`config.mk`:
```
export PLATFORM = sky130hd
export DESIGN_NAME = adder_seq_wide
export DESIGN_NICKNAME = d
export VERILOG_FILES = /design/src/rtl/adder_seq_wide.sv
export SDC_FILE = /design/constraint.sdc
export NUM_CORES = 1
export LEC_CHECK = 0
export CAP_MARGIN = 25
export CORE_ASPECT_RATIO = 0.9
export CORE_UTILIZATION = 40
export DETAILED_ROUTE_END_ITERATION = 6
export PLACE_DENSITY_LB_ADDON = 0.15
export SLEW_MARGIN = 20
export SYNTH_ARGS = -nofsm -noshare
export SYNTH_HDL_FRONTEND = slang
export SYNTH_SLANG_ARGS = --single-unit
```
`constraint.sdc`:
```
create_clock -name clk -period 4.3 [get_ports clk]
set_input_delay 1.29 -clock clk [delete_from_list [all_inputs] [get_ports clk]]
set_output_delay 1.29 -clock clk [all_outputs]
set_load 0.02 [all_outputs]
```
`src/rtl/adder_seq_wide.sv`:
```
// Multi-cycle wide adder: one 16-bit combinational adder is reused once per slice,
// LSB slice first, with the inter-slice carry held in a register.

module adder (
    output logic        cout,
    output logic [15:0] sum,
    input  logic [15:0] a,
    input  logic [15:0] b,
    input  logic        cin
);
    assign {cout, sum} = {1'b0, a} + {1'b0, b} + {16'd0, cin};
endmodule

module adder_seq_wide #(
    parameter int NUM_SLICES = 4,
    parameter int W          = 16 * NUM_SLICES
) (
    input  logic         clk,
    input  logic         rst_n,
    input  logic         in_valid,
    output logic         in_ready,
    input  logic [W-1:0] in_a,
    input  logic [W-1:0] in_b,
    input  logic         in_cin,
    output logic         out_valid,
    input  logic         out_ready,
    output logic [W-1:0] out_sum,
    output logic         out_cout
);
    localparam int SW = (NUM_SLICES > 1) ? $clog2(NUM_SLICES) : 1;

    // Handshakes: a transfer happens on a rising edge where valid and ready are both 1.
    // in_ready and out_valid are decoded from the state register only.
    typedef enum logic [1:0] {IDLE = 2'd0, RUN = 2'd1, DONE = 2'd2} state_t;

    state_t        state;
    state_t        state_next;
    logic [SW-1:0] slice_idx;
    logic          carry_q;
    logic [W-1:0]  sum_q;
    logic [W-1:0]  op_a;
    logic [W-1:0]  op_b;
    logic [15:0]   slice_a;
    logic [15:0]   slice_b;
    logic [15:0]   add_sum;
    logic          add_cout;
    logic          last_slice;

    assign last_slice = (slice_idx == SW'(NUM_SLICES - 1));

    always_ff @(posedge clk) begin
        if (!rst_n) begin
            state <= IDLE;
        end else begin
            state <= state_next;
        end
    end

    always_comb begin
        state_next = state;
        case (state)
            IDLE:    if (in_valid)  state_next = RUN;
            RUN:     if (last_slice) state_next = DONE;
            DONE:    if (out_ready) state_next = IDLE;
            default: state_next = IDLE;
        endcase
    end

    always_comb begin
        in_ready  = (state == IDLE);
        out_valid = (state == DONE);
    end

    // Slice selection with constant part-selects keeps every index in range for any NUM_SLICES.
    always_comb begin
        slice_a = '0;
        slice_b = '0;
        for (int i = 0; i < NUM_SLICES; i++) begin
            if (slice_idx == SW'(i)) begin
                slice_a = op_a[16*i +: 16];
                slice_b = op_b[16*i +: 16];
            end
        end
    end

    adder u_adder (
        .cout (add_cout),
        .sum  (add_sum),
        .a    (slice_a),
        .b    (slice_b),
        .cin  (carry_q)
    );

    always_ff @(posedge clk) begin
        if (!rst_n) begin
            slice_idx <= '0;
            carry_q   <= 1'b0;
            sum_q     <= '0;
            out_cout  <= 1'b0;
            op_a      <= '0;
            op_b      <= '0;
        end else begin
            case (state)
                IDLE: begin
                    if (in_valid) begin
                        op_a      <= in_a;
                        op_b      <= in_b;
                        carry_q   <= in_cin;
                        slice_idx <= '0;
                    end
                end
                RUN: begin
                    for (int i = 0; i < NUM_SLICES; i++) begin
                        if (slice_idx == SW'(i)) begin
                            sum_q[16*i +: 16] <= add_sum;
                        end
                    end
                    carry_q <= add_cout;
                    if (last_slice) begin
                        out_cout  <= add_cout;
                        slice_idx <= '0;
                    end else begin
                        slice_idx <= slice_idx + SW'(1);
                    end
                end
                default: ;
            endcase
        end
    end

    assign out_sum = sum_q;
endmodule

```
==> impl_metrics.env, run 1 <==
export IMPL_viasPerCell=5.104
export IMPL_cts_resized_gates=0
export IMPL_rr_startpoint="slice_idx[1]"
export IMPL_die_x_um=158.3
export IMPL_synth_fa_ha_area_frac=0.03158
export IMPL_num_fill_cells=2173
export IMPL_fmax_ghz=0.2578
export IMPL_power_density_mw_per_mm2=365.7
export IMPL_status="complete, no violations"
export IMPL_tightestPinTransition_ns=0.8154
export IMPL_cts_inserted_buffers=17
export IMPL_clk_latency_ns=0.44
export IMPL_finalClockSkew_ns=0.01645
export IMPL_ff2ff_path_depth=17
export IMPL_yosys_most_used_dff="dfxtp_1"
export IMPL_layout_nets=1517
export IMPL_root_buffer="clkbuf_16"
export IMPL_seqCellArea_mm2=0.003964
export IMPL_r2r_setup_slack_ns=0.42
export IMPL_synth_distinct_cells=47
export IMPL_synth_edf_count=0
export IMPL_fin_crit_ns=3.878
export IMPL_yosysSeqAreaShare=0.4506
export IMPL_die_h_um=142.7
export IMPL_synth_compound_area_frac=0.2115
export IMPL_syn_area_per_cell_um2=7.210
export IMPL_cp_startpoint="slice_idx[1]"
export IMPL_start_util=0.4078
export IMPL_hold_viol=0
export IMPL_place_congestion=0.8765
export IMPL_port_buffers=199
export IMPL_crit_end="out_sum[63]"
export IMPL_dr_first_iter_drc_count=584
export IMPL_syn_area_mm2=0.008796
export IMPL_drtPass1Iterations=5
export IMPL_crit_path_start_kind="register"
export IMPL_vias=8503
export IMPL_r2r_end="out_sum[63]"
export IMPL_grt_use_total=0.2397
export IMPL_hp_class="reg2reg"
export IMPL_ys_ff_latch=198
export IMPL_relSlewSlack=0.4551
export IMPL_path_class="reg2reg"
export IMPL_muxShareOfSynthArea=0.001138
export IMPL_holdBufCountCts=0
export IMPL_synth_fp_nets=1374
export IMPL_rsz0062_at_grt="false"
export IMPL_postRouteWirelength_um=26490
export IMPL_syn_inst=1220
export IMPL_die_area_mm2=0.02259
export IMPL_ant_nets=0
export IMPL_power_leakage_uw=0.004252
export IMPL_tns_ns=0
export IMPL_slew_viol_final=0
export IMPL_synth_xor_area_share=0.008962
export IMPL_grt_pass1_vias=7924
export IMPL_antenna_found_initial=0
export IMPL_h_tree_depth=4
export IMPL_diodes=0
export IMPL_synthSimpleGateAreaFrac=0.2538
export IMPL_drive_above_1_share=0.04582
export IMPL_setup_viol=0
export IMPL_drt_wirelength_per_cell_um=15.90
export IMPL_row_count=51
export IMPL_crit_path_end_kind="register"
export IMPL_multiInputGateArea_mm2=0.004477
export IMPL_cts_max_path_buffers=2
export IMPL_overflow=0
export IMPL_clock_sinks=198
export IMPL_arrival_ns=4.16
export IMPL_ir_worst_vdd_mv=0.2297
export IMPL_drc=0
export IMPL_core_mm2=0.02157
export IMPL_cts_tree="yes"
export IMPL_whs_path_depth=2
export IMPL_finalCritPeriodShare=0.9020
export IMPL_synth_warnings=0
export IMPL_clk_pin_slew_ns=0.07
export IMPL_area_growth_pct=31.14
export IMPL_dp_hpwl_um=19390
export IMPL_async_flop_share=0
export IMPL_hold_ws_ns=0.4544
export IMPL_maxCapViolations=0
export IMPL_pin_count=200
export IMPL_cts_setup_buffers=0
export IMPL_cp_max_fo=23
export IMPL_grt_pass1_wl_um=41860
export IMPL_grt_max_degree=118
export IMPL_synth_top_family_by_area="simple AND/OR/NAND/NOR gates"
export IMPL_required_ns=4.58
cell usage after synthesis (all sizes together), types with 3 or more instances:
cell / count / area (µm²)
xor2: 4 / 35.03
nand2b: 4 / 25.02
o21a: 9 / 75.07
and2: 7 / 46.30
nand2: 399 / 1498
buf: 17 / 76.33
a21oi: 242 / 1215
a31oi: 9 / 56.30
a211oi: 8 / 60.06
nor2b: 5 / 31.28
nor2: 97 / 371.6
nor3: 4 / 31.28
xnor2: 5 / 43.79
clkbuf: 74 / 277.8
inv: 4 / 15.01
a21o: 6 / 45.04
o311ai: 4 / 35.03
o21ai: 49 / 249.0
or3: 6 / 42.54
o31ai: 5 / 42.54
dfxtp: 198 / 3964
ha: 19 / 237.7
o31a: 3 / 26.28
nand3: 27 / 140.1
through the flow:
step / instance area [µm²] / setup WS [ns] / std cells / power, µW / utilization
2_1_floorplan: 8796 / 0.7940 / 1220 / 2395 / -
3_3_place_gp: 10970 / 0.6261 / 1635 / 2692 / 0.5084
3_5_place_dp: 10970 / 0.5180 / 1635 / 2698 / 0.5084
4_1_cts: 11530 / 0.4962 / 1666 / 4244 / 0.5348
5_1_grt: 11530 / 0.1328 / 1666 / 4394 / 0.5348
6_report: 11530 / 0.4215 / 1666 / 4218 / 0.5348
report_power, final:
part           switching (µW)  internal (µW)  total (µW)
logic                     401            284         685
clock network             743            816        1560
registers                52.0           1920        1970
total                    1200           3020        4220
worst max-delay path: stages (launching register included):
cell and delay (ns):
dfxtp_1 0.35, inv_1 0.09, ha_2 0.44, buf_4 0.27
nor2_1 0.06, a21oi_1 0.17, nor2_1 0.07, a21oi_1 0.19
nor2_1 0.10, a21o_1 0.18, ha_1 0.28, nor2b_1 0.15
o211ai_1 0.32, a21oi_2 0.14, o21a_4 0.23, nor2_4 0.11
mux2i_1 0.45, o31ai_1 0.12
how the worst min path moves through the flow:
stage / start / endpoint / slack (ns)
after floorplan: op_a[0] / op_a[0] / 0.44
after global placement: op_b[26] / op_b[26] / 0.44
after detailed placement: out_sum[53] / out_sum[53] / 0.45
after CTS: out_sum[53] / out_sum[53] / 0.46
after global routing: op_b[7] / op_b[7] / 0.47
final: op_a[45] / op_a[45] / 0.45
cells by family (layout without fill, tap and decap cells):
| kind of cell | Yosys count | in the layout |
|---|---|---|
| and+or+nand+nor | 556 | 556 |
| AOI/OAI and AO/OA | 339 | 339 |
| DFF | 198 | 198 |
| buffers and inverters | 96 | 251 |
| adders and majority gates | 21 | 21 |
| xor gates and xnor gates | 9 | 9 |
| muxes | 1 | 1 |
layout make-up:
type                    count  share of cell area
flip-flops and latches    198              0.3436
multi-input cells         926              0.3881
clock buffers              18             0.03721
well taps                 291             0.03157
repair buffers            215              0.1853
clock inverters            13             0.01215
inverters                   5            0.002061
cells in the final DEF, fill, tap and decap left out, types with 3 or more instances in the layout:
cell	Yosys	layout
a211oi_1	8	8
a21o_1	6	6
a21oi_1	241	241
a31oi_1	9	9
and2_1	6	5
buf_4	0	14
clkbuf_16	0	17
clkdlybuf4s50_1	0	199
clkinv_4	0	5
dfxtp_1	198	198
ha_1	19	16
ha_2	0	3
inv_1	4	4
inv_6	0	3
inv_8	0	3
nand2_1	399	398
nand2b_1	4	4
nand3_1	26	26
nor2_1	96	96
nor2b_1	5	5
nor3_1	3	3
o21a_1	8	8
o21ai_0	31	31
o21ai_1	17	17
o311ai_1	4	4
o31a_1	3	3
o31ai_1	4	4
or3_1	5	5
xnor2_1	5	5
xor2_1	4	4
per-layer routing:
layer  vias up  routed length [µm]  global-route usage
met3        12                1309             0.03703
met4         0                 170             0.04706
li1       4336                   -                   -
met1      3953               12980              0.3374
met5         -                   0                   0
met2       202               12040              0.3876
registers in the layout, summed over array words and instances, names as in the netlist:
register and flops:
carry_q 1, op_a 64, op_b 64, out_cout 1, out_sum 64, slice_idx 2, state 2
Note: power is estimated with default switching activity, not from simulation.
==> inputs of run 2 (changes only) <==
--- a/config.mk
+++ b/config.mk
@@ -9,7 +9,8 @@
 export CORE_ASPECT_RATIO = 0.9
 export CORE_UTILIZATION = 40
 export DETAILED_ROUTE_END_ITERATION = 6
-export PLACE_DENSITY_LB_ADDON = 0.15
+export HOLD_SLACK_MARGIN = 0.05
+export PLACE_DENSITY = 0.66
 export SLEW_MARGIN = 20
 export SYNTH_ARGS = -nofsm -noshare
 export SYNTH_HDL_FRONTEND = slang
==> constraint.sdc (replaced) <==
create_clock -name clk -period 4.6 [get_ports clk]
set_input_delay 1.38 -clock clk [delete_from_list [all_inputs] [get_ports clk]]
set_output_delay 1.38 -clock clk [all_outputs]
set_load 0.02 [all_outputs]
==> impl_metrics.env, run 2 (synthesis gave the netlist of run 1 again) <==
export IMPL_grt_pass1_vias=8045
export IMPL_cts_inserted_buffers=17
export IMPL_cp_startpoint="slice_idx[0]"
export IMPL_antenna_found_initial=0
export IMPL_postRouteWirelength_um=26860
export IMPL_overflow=0
export IMPL_arrival_ns=4.45
export IMPL_fin_crit_ns=4.076
export IMPL_finalCritPeriodShare=0.8860
export IMPL_place_congestion=0.8924
export IMPL_viasPerCell=5.154
export IMPL_power_density_mw_per_mm2=347.3
export IMPL_maxCapViolations=0
export IMPL_crit_path_start_kind="register"
export IMPL_clk_pin_slew_ns=0.08
export IMPL_clkPwrFrac=0.379
export IMPL_grt_use_total=0.2450
export IMPL_ant_nets=0
export IMPL_p_comb_frac=0.159
export IMPL_slew_viol_final=0
export IMPL_diodes=0
export IMPL_vias=8556
export IMPL_finalPower_uw=3997
export IMPL_hold_viol=0
export IMPL_ir_worst_vdd_mv=0.2374
export IMPL_drtPass1Iterations=4
export IMPL_path_class="reg2reg"
export IMPL_root_buffer="clkbuf_16"
export IMPL_relSlewSlack=0.4407
export IMPL_port_buffers=199
export IMPL_power_leakage_uw=0.004235
export IMPL_tns_ns=0
export IMPL_internal_power_uw=2872
export IMPL_rsz0062_at_grt="false"
export IMPL_hp_start="out_sum[18]"
export IMPL_p_sw_uw=1125
export IMPL_required_ns=4.97
export IMPL_cp_max_fo=22
export IMPL_clock_sinks=198
export IMPL_rr_startpoint="slice_idx[0]"
export IMPL_final_cell_mix="nand2_1, a21oi_1, clkdlybuf4s50_1, dfxtp_1, nor2_1"
export IMPL_start_util=0.4078
export IMPL_setup_viol=0
export IMPL_drt_wirelength_per_cell_um=16.18
export IMPL_h_tree_depth=4
export IMPL_cts_setup_buffers=0
export IMPL_grt_pass1_wl_um=42480
export IMPL_dp_hpwl_um=19250
export IMPL_switching_share=0.2814
export IMPL_die_x_um=158.3
export IMPL_grt_max_degree=109
export IMPL_cts_tree="yes"
export IMPL_fmax_ghz=0.2454
export IMPL_clk_latency_ns=0.44
export IMPL_core_mm2=0.02157
export IMPL_crit_path_end_kind="register"
export IMPL_row_count=51
export IMPL_area_growth_pct=30.84
export IMPL_status="complete, no violations"
export IMPL_holdBufCountCts=0
export IMPL_drc=0
export IMPL_dr_first_iter_drc_count=612
export IMPL_cts_resized_gates=0
export IMPL_layout_nets=1511
export IMPL_finalClockSkew_ns=0.01209
export IMPL_drive_above_1_share=0.04237
export IMPL_pin_count=200
export IMPL_p_seq_frac=0.462
export IMPL_final_common_cell="nand2_1"
export IMPL_die_h_um=142.7
export IMPL_die_area_mm2=0.02259
export IMPL_hold_ws_ns=0.4537
export IMPL_hp_class="reg2reg"
export IMPL_tightestPinTransition_ns=0.8370
export IMPL_cts_max_path_buffers=2
==> run 2: per-stage QoR <==
| step | util | std cells | setup slack [ns] | area (µm²) |
|---|---|---|---|---|
| after floorplan | - | 1220 | 1.094 | 8796 |
| after global placement | 0.5063 | 1629 | 0.7354 | 10920 |
| after detailed placement | 0.5063 | 1629 | 0.6719 | 10920 |
| after CTS | 0.5336 | 1660 | 0.5711 | 11510 |
| after global routing | 0.5336 | 1660 | 0.1255 | 11510 |
| final | 0.5336 | 1660 | 0.5244 | 11510 |
==> run 2: power by group through the flow <==
stage	combinational (µW)	clock, µW	sequential (µW)
finish	636	1510	1850
global route	702	1600	1850
CTS	636	1530	1850
detailed placement	632	0	1890
global placement	628	0	1880
floorplan	355	0	1880
==> run 2: layer usage <==
metal	up-vias	part of all wire	global-route usage	routed length, µm
met1	3948	0.47	0.3387	12600
li1	4318	-	-	-
met2	274	0.46	0.3938	12280
met4	0	0.0085	0.05719	227
met5	-	0	0	0
met3	16	0.065	0.04522	1752
==> run 2: path summary, 6_finish.rpt <==
check / end / slack, ns / cells after the start
max reg2reg: out_sum[25] / 0.52 / 17
min reg2reg: out_sum[18] / 0.45 / 2
min: out_sum[18] / 0.45 / 2
max: out_sum[25] / 0.52 / 17
==> run 2: worst max-delay path: stages, from the launching register on <==
cell and delay (ns):
dfxtp_1 0.37, inv_1 0.11, ha_1 0.41, buf_4 0.32
nand2_1 0.10, nor2_1 0.06, a21oi_1 0.19, nor2_1 0.06
a21oi_1 0.30, o21ai_0 0.15, ha_1 0.38, and2_4 0.19
a221oi_4 0.28, a21oi_2 0.13, or2_0 0.22, a31oi_1 0.47
nand2_1 0.13, a21oi_1 0.14
==> run 2: layout make-up <==
type | instances | area, µm²
flip-flops and latches | 198 | 3964
fillers | 2173 | 10060
clock inverters | 14 | 162.7
repair buffers | 209 | 2092
inverters | 5 | 23.77
clock buffers | 17 | 425.4
well taps | 291 | 364.1
multi-input cells | 926 | 4477
